==> src/rtl/mem_arb_pkg.sv <==
// Shared types and default widths for the IFU/LSU data-memory arbiter.
package mem_arb_pkg;

    localparam int DEF_ADDR_WIDTH = 32;
    localparam int DEF_DATA_WIDTH = 32;
    localparam int DEF_MEM_LAT    = 1;
    localparam int WMASK_WIDTH    = 4;

    typedef enum logic [1:0] {
        IDLE,
        ACCESS,
        RESP
    } state_e;

    typedef enum logic {
        GNT_IFU = 1'b0,
        GNT_LSU = 1'b1
    } gnt_e;

endpackage

==> src/rtl/mem_arb_picker.sv <==
// Combinational winner selection between IFU and LSU requesters.
// MEM_ARB_ROUND_ROBIN_EN alternates grants on ties; otherwise LSU always wins a tie.
module mem_arb_picker
    import mem_arb_pkg::*;
(
    input  logic ifu_valid_i,
    input  logic lsu_valid_i,
`ifdef MEM_ARB_ROUND_ROBIN_EN
    input  logic last_gnt_i,
`endif
    output logic any_valid_o,
    output logic winner_o
);

    always_comb begin
        any_valid_o = ifu_valid_i | lsu_valid_i;
        winner_o    = GNT_IFU;
        if (ifu_valid_i && lsu_valid_i) begin
`ifdef MEM_ARB_ROUND_ROBIN_EN
            winner_o = (last_gnt_i == GNT_LSU) ? GNT_IFU : GNT_LSU;
`else
            winner_o = GNT_LSU;
`endif
        end else if (lsu_valid_i) begin
            winner_o = GNT_LSU;
        end
    end

endmodule

==> src/rtl/mem_arbiter.sv <==
// Serialises IFU fetches and LSU loads/stores onto one memory port, one transaction at a time.
// Build option: MEM_ARB_ROUND_ROBIN_EN selects round-robin tie-breaking instead of LSU priority.
module mem_arbiter
    import mem_arb_pkg::*;
#(
    parameter int ADDR_WIDTH = DEF_ADDR_WIDTH,
    parameter int DATA_WIDTH = DEF_DATA_WIDTH,
    parameter int MEM_LAT    = DEF_MEM_LAT
) (
    input  logic                   clock,
    input  logic                   reset,
    input  logic                   ifu_req_valid,
    output logic                   ifu_req_ready,
    input  logic [ADDR_WIDTH-1:0]  ifu_req_addr,
    output logic                   ifu_resp_valid,
    input  logic                   ifu_resp_ready,
    output logic [DATA_WIDTH-1:0]  ifu_resp_rdata,
    input  logic                   lsu_req_valid,
    output logic                   lsu_req_ready,
    input  logic [ADDR_WIDTH-1:0]  lsu_req_addr,
    input  logic                   lsu_req_wen,
    input  logic [DATA_WIDTH-1:0]  lsu_req_wdata,
    input  logic [WMASK_WIDTH-1:0] lsu_req_wmask,
    output logic                   lsu_resp_valid,
    input  logic                   lsu_resp_ready,
    output logic [DATA_WIDTH-1:0]  lsu_resp_rdata,
    output logic                   mem_valid,
    output logic [ADDR_WIDTH-1:0]  mem_addr,
    output logic [DATA_WIDTH-1:0]  mem_wdata,
    output logic                   mem_wen,
    output logic [WMASK_WIDTH-1:0] mem_wmask,
    input  logic [DATA_WIDTH-1:0]  mem_rdata
);

    localparam int               CNT_W    = (MEM_LAT > 1) ? $clog2(MEM_LAT) : 1;
    localparam logic [CNT_W-1:0] CNT_LOAD = CNT_W'(MEM_LAT - 1);

    state_e                 state_q, state_d;
    logic                   gnt_q, gnt_d;
    logic [ADDR_WIDTH-1:0]  addr_q, addr_d;
    logic [DATA_WIDTH-1:0]  wdata_q, wdata_d;
    logic                   wen_q, wen_d;
    logic [WMASK_WIDTH-1:0] wmask_q, wmask_d;
    logic [CNT_W-1:0]       cnt_q, cnt_d;
    logic [DATA_WIDTH-1:0]  rdata_q, rdata_d;
    logic                   pick_valid;
    logic                   pick_winner;
    logic                   resp_taken;

`ifdef MEM_ARB_ROUND_ROBIN_EN
    logic last_gnt_q, last_gnt_d;
`endif

    mem_arb_picker u_picker (
        .ifu_valid_i (ifu_req_valid),
        .lsu_valid_i (lsu_req_valid),
`ifdef MEM_ARB_ROUND_ROBIN_EN
        .last_gnt_i  (last_gnt_q),
`endif
        .any_valid_o (pick_valid),
        .winner_o    (pick_winner)
    );

    assign resp_taken = (gnt_q == GNT_LSU) ? lsu_resp_ready : ifu_resp_ready;

    // NOTE: every signal written here gets a default first, so no path leaves one unassigned and infers a latch.
    always_comb begin
        state_d       = state_q;
        gnt_d         = gnt_q;
        addr_d        = addr_q;
        wdata_d       = wdata_q;
        wen_d         = wen_q;
        wmask_d       = wmask_q;
        cnt_d         = cnt_q;
        rdata_d       = rdata_q;
        ifu_req_ready = 1'b0;
        lsu_req_ready = 1'b0;
`ifdef MEM_ARB_ROUND_ROBIN_EN
        last_gnt_d    = last_gnt_q;
`endif
        case (state_q)
            IDLE: begin
                if (pick_valid) begin
                    ifu_req_ready = (pick_winner == GNT_IFU);
                    lsu_req_ready = (pick_winner == GNT_LSU);
                    gnt_d         = pick_winner;
                    cnt_d         = CNT_LOAD;
                    state_d       = ACCESS;
`ifdef MEM_ARB_ROUND_ROBIN_EN
                    last_gnt_d    = pick_winner;
`endif
                    if (pick_winner == GNT_LSU) begin
                        addr_d  = lsu_req_addr;
                        wen_d   = lsu_req_wen;
                        wdata_d = lsu_req_wdata;
                        wmask_d = lsu_req_wmask;
                    end else begin
                        addr_d  = ifu_req_addr;
                        wen_d   = 1'b0;
                        wmask_d = '0;
                    end
                end
            end
            ACCESS: begin
                if (cnt_q == '0) begin
                    rdata_d = wen_q ? '0 : mem_rdata;
                    state_d = RESP;
                end else begin
                    cnt_d = cnt_q - CNT_W'(1);
                end
            end
            RESP: begin
                if (resp_taken) state_d = IDLE;
            end
            default: state_d = IDLE;
        endcase
    end

    // NOTE: synchronous reset inside the clocked block; all state uses non-blocking assignments.
    always_ff @(posedge clock) begin
        if (reset) begin
            state_q <= IDLE;
            gnt_q   <= GNT_IFU;
            addr_q  <= '0;
            wdata_q <= '0;
            wen_q   <= 1'b0;
            wmask_q <= '0;
            cnt_q   <= '0;
            rdata_q <= '0;
        end else begin
            state_q <= state_d;
            gnt_q   <= gnt_d;
            addr_q  <= addr_d;
            wdata_q <= wdata_d;
            wen_q   <= wen_d;
            wmask_q <= wmask_d;
            cnt_q   <= cnt_d;
            rdata_q <= rdata_d;
        end
    end

`ifdef MEM_ARB_ROUND_ROBIN_EN
    // Starts at IFU so the first tie after reset goes to the LSU.
    always_ff @(posedge clock) begin
        if (reset) last_gnt_q <= GNT_IFU;
        else       last_gnt_q <= last_gnt_d;
    end
`endif

    assign mem_valid      = (state_q == ACCESS);
    assign mem_addr       = addr_q;
    assign mem_wdata      = wdata_q;
    assign mem_wen        = mem_valid & wen_q;
    assign mem_wmask      = mem_valid ? wmask_q : '0;
    assign ifu_resp_valid = (state_q == RESP) && (gnt_q == GNT_IFU);
    assign lsu_resp_valid = (state_q == RESP) && (gnt_q == GNT_LSU);
    assign ifu_resp_rdata = rdata_q;
    assign lsu_resp_rdata = rdata_q;

endmodule

==> config.mk <==
export PLATFORM = sky130hd
export DESIGN_NAME = mem_arbiter
export DESIGN_NICKNAME = d
export VERILOG_FILES = /design/src/rtl/mem_arb_pkg.sv /design/src/rtl/mem_arb_picker.sv /design/src/rtl/mem_arbiter.sv
export SDC_FILE = /design/constraint.sdc
export NUM_CORES = 1
export LEC_CHECK = 0
export BUFFER_PORTS_ARGS = -buffer_cell sky130_fd_sc_hd__buf_4
export CAP_MARGIN = 25
export CORE_MARGIN = 1.5
export CORE_UTILIZATION = 38
export DETAILED_ROUTE_END_ITERATION = 10
export GPL_TIMING_DRIVEN = 0
export PLACE_DENSITY = 0.73
export SLEW_MARGIN = 15
export SYNTH_ARGS = -nofsm -noshare
export SYNTH_HDL_FRONTEND = slang
export SYNTH_HIERARCHICAL = 1
export SYNTH_SLANG_ARGS = --single-unit
==> constraint.sdc <==
create_clock -name clock -period 1.3 [get_ports clock]
set_clock_uncertainty 0.2 [all_clocks]
set_input_delay 0.13 -clock clock [delete_from_list [all_inputs] [get_ports clock]]
set_output_delay 0.13 -clock clock [all_outputs]
set_load 0.01 [all_outputs]
Yosys cells after proc, flatten, opt, wreduce, memory -nomap -nowiden
Index checks and enable logic that the tools add are counted.
{ "word_totals": {"ff_bits": 105, "latchBits": 0, "ramBits": 0, "mem_bits_ro": 0, "inputBits": 139, "out_inout_bits": 138, "wordCells": 48, "memories": 0} }
{ "classes": {"n_addsub": 1, "multipliers": 0, "div_mod_pow": 0, "magnitude_cmp": 0, "eq_ne": 5, "n_shift": 0, "muxes": 19, "bitwise": 5, "n_reduce_logical": 10} }
{ "op_table": {"columns": ["cell", "n"], "rows": [
  ["$mux W32", 2],
  ["$mux W1", 10],
  ["$mux W4", 2],
  ["$mux W2", 3],
  ["$ne A2 B2 Y1 const B", 3],
  ["$pmux W2 S3", 1],
  ["$reduce_and A2 Y1", 3],
  ["$reduce_and A3 Y1", 2],
  ["$logic_and A1 B1 Y1", 3],
  ["$not A1 Y1", 3],
  ["$eq A2 B1 Y1 const B", 1],
  ["$eq A2 B2 Y1 const B", 1],
  ["$logic_not A2 Y1", 1],
  ["$pmux W1 S2", 1],
  ["$reduce_bool A2 Y1", 1],
  ["$and A1 B1 Y1", 1],
  ["$or A1 B1 Y1", 1],
  ["$sub A1 B1 Y1 const B", 1]
]} }

Logic depth before layout (Yosys ltp)
Gate-level depths: netlist of the first run.
{ "logic_depth": {"word_depth": 5, "depth_mapped": 7, "mapped_depth_nobuf": 5} }

By module
The synthesis of the first run kept the hierarchy.
{ "by_module_without_submodules": {"columns": ["module", "instances", "cells_each", "area_each_um2", "seq_area_each_um2"], "rows": [
  ["mem_arbiter", 1, 467, 4291.6, 2082.0],
  ["mem_arb_picker", 1, 2, 10.0, 0.0]
]} }

Least setup slack after synthesis of the first run
No wires, ideal clock.
{ "synth_path": {"kind": "register to output", "startpoint": "reg state_q[1]", "endpoint": "out mem_wen", "t_arrival_ps": 1131, "required_time_ps": 970, "path_slack_ps": -161, "stages_incl_launch_ff": 7, "n_path_buf": 3, "cell_sequence": "dfxtp_1 nand2b_1 buf_6 clkinv_2 buf_6 buf_6 and2_1"} }
{ "synth_via": {"elab_chain_cells": 2} }
{ "synth_lines": {"columns": ["item", "line_no", "source"], "rows": [
  ["start, declared", "mem_arbiter.sv:38", "state_e state_q, state_d;"],
  ["start signal, assigned", "mem_arbiter.sv:131", "state_q <= state_d;"],
  ["$eq A2 B1 Y1", "mem_arbiter.sv:150", "assign mem_valid = (state_q == ACCESS);"],
  ["net mem_valid", "mem_arbiter.sv:27", "output logic mem_valid,"],
  ["$and A1 B1 Y1", "mem_arbiter.sv:153", "assign mem_wen = mem_valid & wen_q;"],
  ["end, declared", "mem_arbiter.sv:30", "output logic mem_wen,"]
]} }
The timed path passes the listed nets, and every way through them passes these cells.

Final worst setup path of the first run
{ "layout_path": {"startpoint": "reg state_q[1]", "endpoint": "out mem_wen"} }
{ "layout_via": {"elab_chain_cells": 2} }
{ "layout_lines": {"columns": ["item", "line_no"], "rows": [
  ["$eq A2 B1 Y1", "mem_arbiter.sv:150"],
  ["$and A1 B1 Y1", "mem_arbiter.sv:153"]
]} }
No other way between the ends.

==> results.tsv, run 1 <==
metric	value	unit
synthArstFlopShare	0	%
initial_utilization	39.3	%
synth-main-ff-cell	dfxtp_1	
clock_latency	340	ps
root_buffer	clkbuf_16	
synth-seq-cells	104	
period_share	133	%
area_growth	122	%
seq_area	0.00210	sq mm
fin_nets	1064	
grt_pass1_wl	28500	um
n_fill_cell	527	
port_buffers	275	
grt_use_total	31.0	%
antenna_found_initial	0	
synth_cells	469	
outcome	complete, but fails checks	
yosysTopAreaCell	dfxtp_1	
vdd_drop_max	683	uV
yosysUniqueCellTypes	24	
tightest_slew	788	ps
synthTopCellsByArea	dfxtp_1 (48%), nand2_1 (8.8%), a21oi_1 (8.3%)	
layout-drive-gt1-share	56.7	%
dp_hpwl	10600	um
path_max_fanout	5	
multiInputGateArea	0.00245	sq mm
numCtsBuffers	9	
synth-seq-area-share	48.4	%
relSlewSlack	47.4	%
synthTopCellsByCount	dfxtp_1 (104), nand2_1 (101), a21oi_1 (71)	
dp.cells	884	
grt_overflow	0	
diodes	0	
pre_cts_slack	-375	ps
power_density	978	mW/mm^2
io_pins	277	
yosysWarnings	6	
synth_nets	608	
avgSynthCellArea	9.17	sq um
cts_tree	yes	
ant_nets	0	
final_util	87.3	%
post_synth_instance_area	0.00430	sq mm
hp-class	in -> reg	
min_period	1730	ps
start_kind	register	
crit_type	reg -> out	
first_iter_violations	307	
cp.required	970	ps
finalSetupViolations	106	
path_common_cell	buf_6	
finalMaxSlewViolations	0	
final.setup.worst_slack	-433	ps
cp.arrival	1400	ps
cts.clk_slew.worst_paths	60	ps
fin_cells	1069	
die_area	0.0120	sq mm
rows	38	
crit_chain	nand2b_4 > clkinv_4 > buf_8 > buf_6 > and2_4 > buf_6	
endpoint_kind	output port	
critical_path.max_stage_delay	380	ps
synth_top_area_share	48.4	%
hold_slack	1.54	ps
final_hold_viol_count	0	
cts.sinks	104	
critical_path.slowest_cell	dfxtp_4	
first_pass_iters	6	
grt_max_degree	18	
die_y	109	um
power	9.34	mW
synth-edff-count	0	
totalWireLength	22200	um
wl_per_cell	20.8	um
fmax	577	MHz
post_drt_via_cell_ratio	5.22	
clock_path_buffers	2	
drv_cap	0	
dr_total_vias	5576	
power_leakage	4.40	nW
die_w	109	um
failed_checks	negative setup slack	
grt_setup_unrepaired	true	
yosys.cell_count.top_type	dfxtp_1	
htree_levels	3	
coreArea	0.0109	sq mm
place_congestion	0.850	
grt_pass1_vias	5613	
remaining_drc_errors	0	
final timing paths:
check	slack (ps)	cells past startpoint	startpoint	endpoint
max	-430	6	state_q[1]	mem_wen
min	2	2	reset	mem_wdata[21]
min reg2reg	270	2	mem_wdata[30]	mem_wdata[30]
max reg2reg	-400	7	state_q[0]	mem_addr[13]
placed cells by master (no fill, tap or decap), types with 2 or more instances in the layout:
cell type | Yosys | routed
and2_4 | 0 | 5
nor2_4 | 0 | 2
dfxtp_1 | 104 | 93
a21oi_1 | 71 | 33
clkbuf_1 | 13 | 9
buf_12 | 0 | 7
nand2_4 | 0 | 28
dfxtp_4 | 0 | 2
clkbuf_16 | 0 | 9
dfxtp_2 | 0 | 9
nand3_1 | 5 | 3
clkinv_2 | 1 | 2
nand2_2 | 0 | 21
nand2_1 | 101 | 52
nor3b_4 | 1 | 2
buf_6 | 7 | 36
buf_16 | 0 | 3
a21oi_2 | 0 | 37
o2bb2ai_1 | 32 | 7
clkbuf_2 | 1 | 4
o2bb2ai_4 | 0 | 7
o2bb2ai_2 | 0 | 18
dlygate4sd3_1 | 0 | 135
buf_8 | 0 | 11
inv_6 | 0 | 3
mux2i_1 | 33 | 33
nand3_2 | 0 | 2
nand3b_1 | 33 | 33
buf_2 | 14 | 3
buf_4 | 36 | 308
report_power, final:
part / leakage (nW) / internal (mW) / switching (mW)
Clock: 0.137 / 1.31 / 1.29
Combinational: 3.41 / 1.72 / 1.34
Sequential: 0.857 / 3.44 / 0.245
Total: 4.40 / 6.47 / 2.87
flip-flops by register name, summed over array words and instances, names as in the netlist:
| signal | cells |
|---|---|
| wmask_q | 4 |
| ifu_resp_rdata | 32 |
| gnt_q | 1 |
| mem_addr | 32 |
| mem_wdata | 32 |
| wen_q | 1 |
| state_q | 2 |
kinds of logic (layout without fill, tap and decap cells):
kind of cell / Yosys count / count (layout) / synth area share [%]
AND/OR/NAND/NOR: 155 / 155 / 17.9
flip-flops: 104 / 104 / 48.4
multiplexers: 33 / 33 / 7.68
buffers and inverters: 74 / 534 / 11.3
AO/OA/AOI/OAI: 103 / 103 / 14.8
per-stage QoR:
stage | TNS [ps] | cell area (sq um)
2_1_floorplan | -2620 | 4370
3_5_place_dp | -26080 | 6610
6_report | -28740 | 9550
4_1_cts | -20460 | 9020
5_1_grt | -32280 | 9550
3_3_place_gp | -22240 | 6610
final cells by class:
class,instances,share of cell area (%)
flip-flops and latches,104,22.0
clock buffers,9,2.36
well taps,140,1.83
inverters,3,0.249
plain buffers,69,5.98
clock inverters,6,0.446
multi-input cells,291,25.7
repair buffers,447,41.4
layer usage:
metal	GRT usage (%)	wire, um	up-vias
li1	-	-	2484
met1	32.5	7880	2650
met2	58.6	11600	347
met3	6.28	1640	95
met4	14.9	1100	0
met5	0	0	-
worst max-delay path: cells and delay by family, from the launching register on:
family / cells / cell delay (ps)
buffers and inverters: 4 / 400
and+or+nand+nor: 2 / 300
DFF: 1 / 380
timing repair:
action                                 in CTS  in global routing
gates resized for setup                   125                135
gates cloned                               13                  0
pin swaps                                  29                 70
setup endpoints to repair                 113                120
endpoints found under the hold margin     102                  0
hold buffers                              135                  0
buffers inserted                           22                  8
(Power assumes the default switching activity.)
==> run 2, diff against run 1 <==
- TNS_END_PERCENT: default -> 50
==> results.tsv, run 2 (synthesis results as in run 1) <==
metric	value	unit
outcome	complete, but fails checks	
failed_checks	negative setup slack	
multiInputGateArea	0.00224	sq mm
cts.sinks	104	
pwr-share-clk	27.3	%
grt_setup_unrepaired	true	
hp-class	in -> reg	
clock_latency	340	ps
cts.clk_slew.worst_paths	70	ps
grt_use_total	31.5	%
coreArea	0.0109	sq mm
ant_nets	0	
crit_type	reg -> out	
finalSetupViolations	109	
first_iter_violations	287	
final_hold_viol_count	0	
period_share	135	%
path_common_cell	buf_6	
drv_cap	0	
r2r-start	state_q[1]	
grt_pass1_wl	28500	um
final.setup.worst_slack	-451	ps
switching_share	29.5	%
routed-wl-met2	11200	um
fin_nets	1057	
finalMaxSlewViolations	0	
layout-drive-gt1-share	53.2	%
io_pins	277	
port_buffers	275	
die_y	109	um
post_drt_via_cell_ratio	5.12	
die_w	109	um
internal_power	6.32	mW
path_max_fanout	5	
die_area	0.0120	sq mm
final_cell_mix	buf_4 (316), dlygate4sd3_1 (135), dfxtp_1 (95)	
combPwrFrac	31.8	%
diodes	0	
dr_total_vias	5422	
grt_pass1_vias	5648	
wl_met3	1680	um
final_common_cell	buf_4	
numCtsBuffers	9	
grt_max_degree	16	
first_pass_iters	4	
fmax	571	MHz
pre_cts_slack	-404	ps
n_fill_cell	588	
tightest_slew	734	ps
wl_per_cell	20.5	um
place_congestion	0.798	
grt_overflow	0	
cts_tree	yes	
whs_endpoint	mem_wdata[21]	
dp_hpwl	11000	um
top_layer	met4	
worstHoldPathCells	2	
power_frac_seq	41.0	%
power_density	978	mW/mm^2
relSlewSlack	51.0	%
p_switching	2.64	mW
final_util	83.8	%
critical_path.slowest_cell	dfxtp_4	
start_kind	register	
clock_path_buffers	2	
r2r-end	mem_addr[1]	
root_buffer	clkbuf_16	
rows	38	
endpoint_kind	output port	
critical_path.max_stage_delay	370	ps
cp.arrival	1420	ps
crit_chain	nand2b_4 > clkinv_4 > buf_8 > buf_6 > and2_4 > buf_6	
cp.required	970	ps
r2r_slack	-340	ps
power_leakage	4.20	nW
seq_area	0.00210	sq mm
totalWireLength	21700	um
area_growth	113	%
antenna_found_initial	0	
ff2ff_path_depth	6	
wl_met1	7560	um
min_from	reset	
htree_levels	3	
min_period	1750	ps
vdd_drop_max	626	uV
remaining_drc_errors	0	
initial_utilization	39.3	%
run 2: cell count changes in the layout (fill, tap and decap cells not counted), moves of 7 or more:
cell / before / now
nand2_4: 28 / 11
nand2_1: 52 / 67
a21oi_1: 33 / 42
a21oi_2: 37 / 29
buf_4: 308 / 316
buf_6: 36 / 28
o2bb2ai_2: 18 / 25
run 2: how the worst max path moves through the flow:
| stage | startpoint | to | slack [ps] |
|---|---|---|---|
| floorplan | state_q[1] | mem_wen | -70 |
| global placement | lsu_req_valid | mem_addr[16] | -350 |
| detailed placement | lsu_req_valid | mem_addr[17] | -400 |
| CTS | state_q[1] | mem_wen | -430 |
| global route | state_q[1] | mem_wen | -470 |
| finish | state_q[1] | mem_wen | -450 |
run 2: critical path: cells and delay by family, from the launching register on:
kind | cells | cell delay, ps
buffers and inverters | 4 | 400
flip-flops | 1 | 370
AND/OR/NAND/NOR | 2 | 300
run 2: metal layers:
metal  track usage, %  vias up
met5                0        -
met4             20.3        0
met3             7.53       91
met2             56.6      312
met1             32.5     2550
li1                 -     2469
run 2: layout make-up:
type	count	share of cell area, %
Timing Repair Buffer	440	41.7
Buffer	69	6.13
Multi-Input combinational cell	291	24.4
Clock inverter	3	0.219
Inverter	3	0.232
Tap cell	140	1.91
Clock buffer	10	2.50
Sequential cell	104	22.9
run 2: what timing repair did:
item,in CTS,in global routing
pin swaps,23,33
buffers inserted,18,3
hold endpoints to repair,102,0
endpoints found under the setup margin,115,122
gates resized for setup,99,90
hold buffers,135,0
gates cloned,9,2
run 2: power groups by stage:
stage,clock [mW],combinational (mW),sequential (mW)
after floorplan,0,0.772,3.75
after global placement,0,1.81,3.67
after detailed placement,0,1.84,3.68
after CTS,2.45,2.50,3.62
after global routing,2.57,2.98,3.69
final,2.44,2.85,3.67
run 2: through the flow:
| step | area [sq um] | instances | TNS [ps] | total power [mW] | hold slack, ps |
|---|---|---|---|---|---|
| floorplan | 4360 | 469 | -3180 | 4.52 | 66.0 |
| global placement | 6600 | 884 | -22400 | 5.48 | 180 |
| detailed placement | 6600 | 884 | -24570 | 5.52 | 188 |
| CTS | 8750 | 1057 | -20470 | 8.57 | 110 |
| global route | 9160 | 1060 | -27850 | 9.24 | 167 |
| finish | 9160 | 1060 | -23630 | 8.96 | 131 |
==> run 3, diff against run 2 <==
- CELL_PAD_IN_SITES_DETAIL_PLACEMENT: default -> 0
- CELL_PAD_IN_SITES_GLOBAL_PLACEMENT: default -> 1
- CORE_UTILIZATION: 38 -> 27
- PLACE_DENSITY: 0.73 -> 0.74
==> results.tsv, run 3 (synthesis results as in run 1) <==
metric	value	unit
outcome	complete, but fails checks	
failed_checks	negative setup slack	
period_share	134	%
grt_pass1_wl	26000	um
antenna_found_initial	0	
clock_latency	340	ps
die_area	0.0167	sq mm
die_w	129	um
busiest_layer	met2	
htree_levels	3	
area_growth	121	%
layout-drive-gt1-share	55.3	%
path_max_fanout	7	
power_leakage	4.31	nW
relSlewSlack	47.5	%
post_drt_via_cell_ratio	4.52	
crit_start	state_q[1]	
initial_utilization	28.0	%
rows	45	
cp.arrival	1410	ps
crit_type	reg -> out	
grt_setup_unrepaired	true	
root_buffer	clkbuf_16	
whs_endpoint	mem_wdata[21]	
final_common_cell	buf_4	
final_design_area_no_fill	0.00950	sq mm
io_pins	277	
use_met3	4.83	%
dr_total_vias	5128	
r2r-start	state_q[0]	
ff2ff_path_depth	6	
min_period	1740	ps
min_from	reset	
grt_pass1_vias	5191	
die_y	129	um
final_hold_viol_count	0	
r2r_slack	-330	ps
finalMaxSlewViolations	0	
numCtsBuffers	9	
n_fill_cell	1223	
remaining_drc_errors	0	
power_density	958	mW/mm^2
final.setup.worst_slack	-437	ps
dp_hpwl	11600	um
start_kind	register	
grt_use_total	20.2	%
coreArea	0.0154	sq mm
r2r-end	mem_addr[13]	
cts.clk_slew.worst_paths	70	ps
cts_tree	yes	
clock_path_buffers	2	
worstHoldPathCells	2	
diodes	0	
endpoint_kind	output port	
hp-class	in -> reg	
cp.required	970	ps
finalSetupViolations	107	
port_buffers	275	
cts.sinks	104	
vdd_drop_max	499	uV
tightest_slew	788	ps
final.setup.tns	-23570	ps
final_cell_mix	buf_4 (309), dlygate4sd3_1 (135), dfxtp_1 (83)	
grt_overflow	0	
ant_nets	0	
first_pass_iters	4	
fin_nets	1057	
first_iter_violations	140	
place_congestion	0.772	
grt_max_degree	19	
placed_area	0.00669	sq mm
fmax	576	MHz
met1_usage	21.3	%
met2_usage	37.4	%
totalWireLength	18400	um
drv_cap	0	
wl_per_cell	16.2	um
==> run 3: changes by cell type in the layout (fill, tap and decap cells not counted), moves of 5 or more <==
cell,change
buf_4,-7
dfxtp_2,+11
dfxtp_1,-12
nand2_4,+5
o2bb2ai_2,-7
o2bb2ai_4,+8
==> run 3: area by class of cell <==
class                   instances  area, sq um  area share, %
plain buffers                  69          597           6.28
clock buffers                   9          225           2.37
clock inverters                 7         55.1          0.579
inverters                       3         23.8          0.250
multi-input cells             291         2370           25.0
flip-flops and latches        104         2120           22.3
well taps                     211          264           2.78
repair buffers                440         3850           40.5
==> run 3: where the power goes <==
part | switching (mW) | internal (mW)
logic | 1.19 | 1.66
clock network | 1.28 | 1.32
registers | 0.210 | 3.44
==> run 3: repair_timing <==
item                                    4_1_cts  5_1_grt
pin swaps                                    29       50
gates resized for setup                      99      135
endpoints found under the setup margin      118      133
gates cloned                                  7        4
hold buffers                                135        0
hold endpoints to repair                    102        0
setup buffers                                17        5
==> run 3: worst max-delay path by stage <==
| stage | endpoint | cells past startpoint |
|---|---|---|
| final | mem_wen | 6 |
| after global routing | mem_wen | 6 |
| after detailed placement | mem_addr[19] | 6 |
| after global placement | mem_addr[27] | 6 |
| after floorplan | mem_wen | 6 |
| after CTS | mem_wen | 6 |
==> run 3: worst max-delay path: stages (launching register included) <==
cell      delay, ps
dfxtp_4         370
nand2b_4        140
clkinv_4         50
buf_8           110
buf_6           120
and2_4          150
buf_6           110
==> run 3: metal layers <==
| metal | wire (um) | share of wire (%) |
|---|---|---|
| met5 | 0 | 0 |
| met4 | 479 | 2.6 |
| met3 | 1250 | 6.8 |
| met2 | 9740 | 53 |
| met1 | 6930 | 38 |
==> run 3: per-stage QoR <==
stage | power [mW] | cells | hold WS, ps | worst slack (ps) | utilization [%]
6_report | 9.11 | 1134 | 91.2 | -437 | 61.8
5_1_grt | 9.50 | 1134 | 169 | -483 | 61.8
4_1_cts | 8.76 | 1127 | 112 | -457 | 57.3
3_5_place_dp | 5.53 | 955 | 185 | -445 | 43.5
3_3_place_gp | 5.49 | 955 | 179 | -391 | 43.5
2_1_floorplan | 4.52 | 469 | 66.0 | -68.5 | -
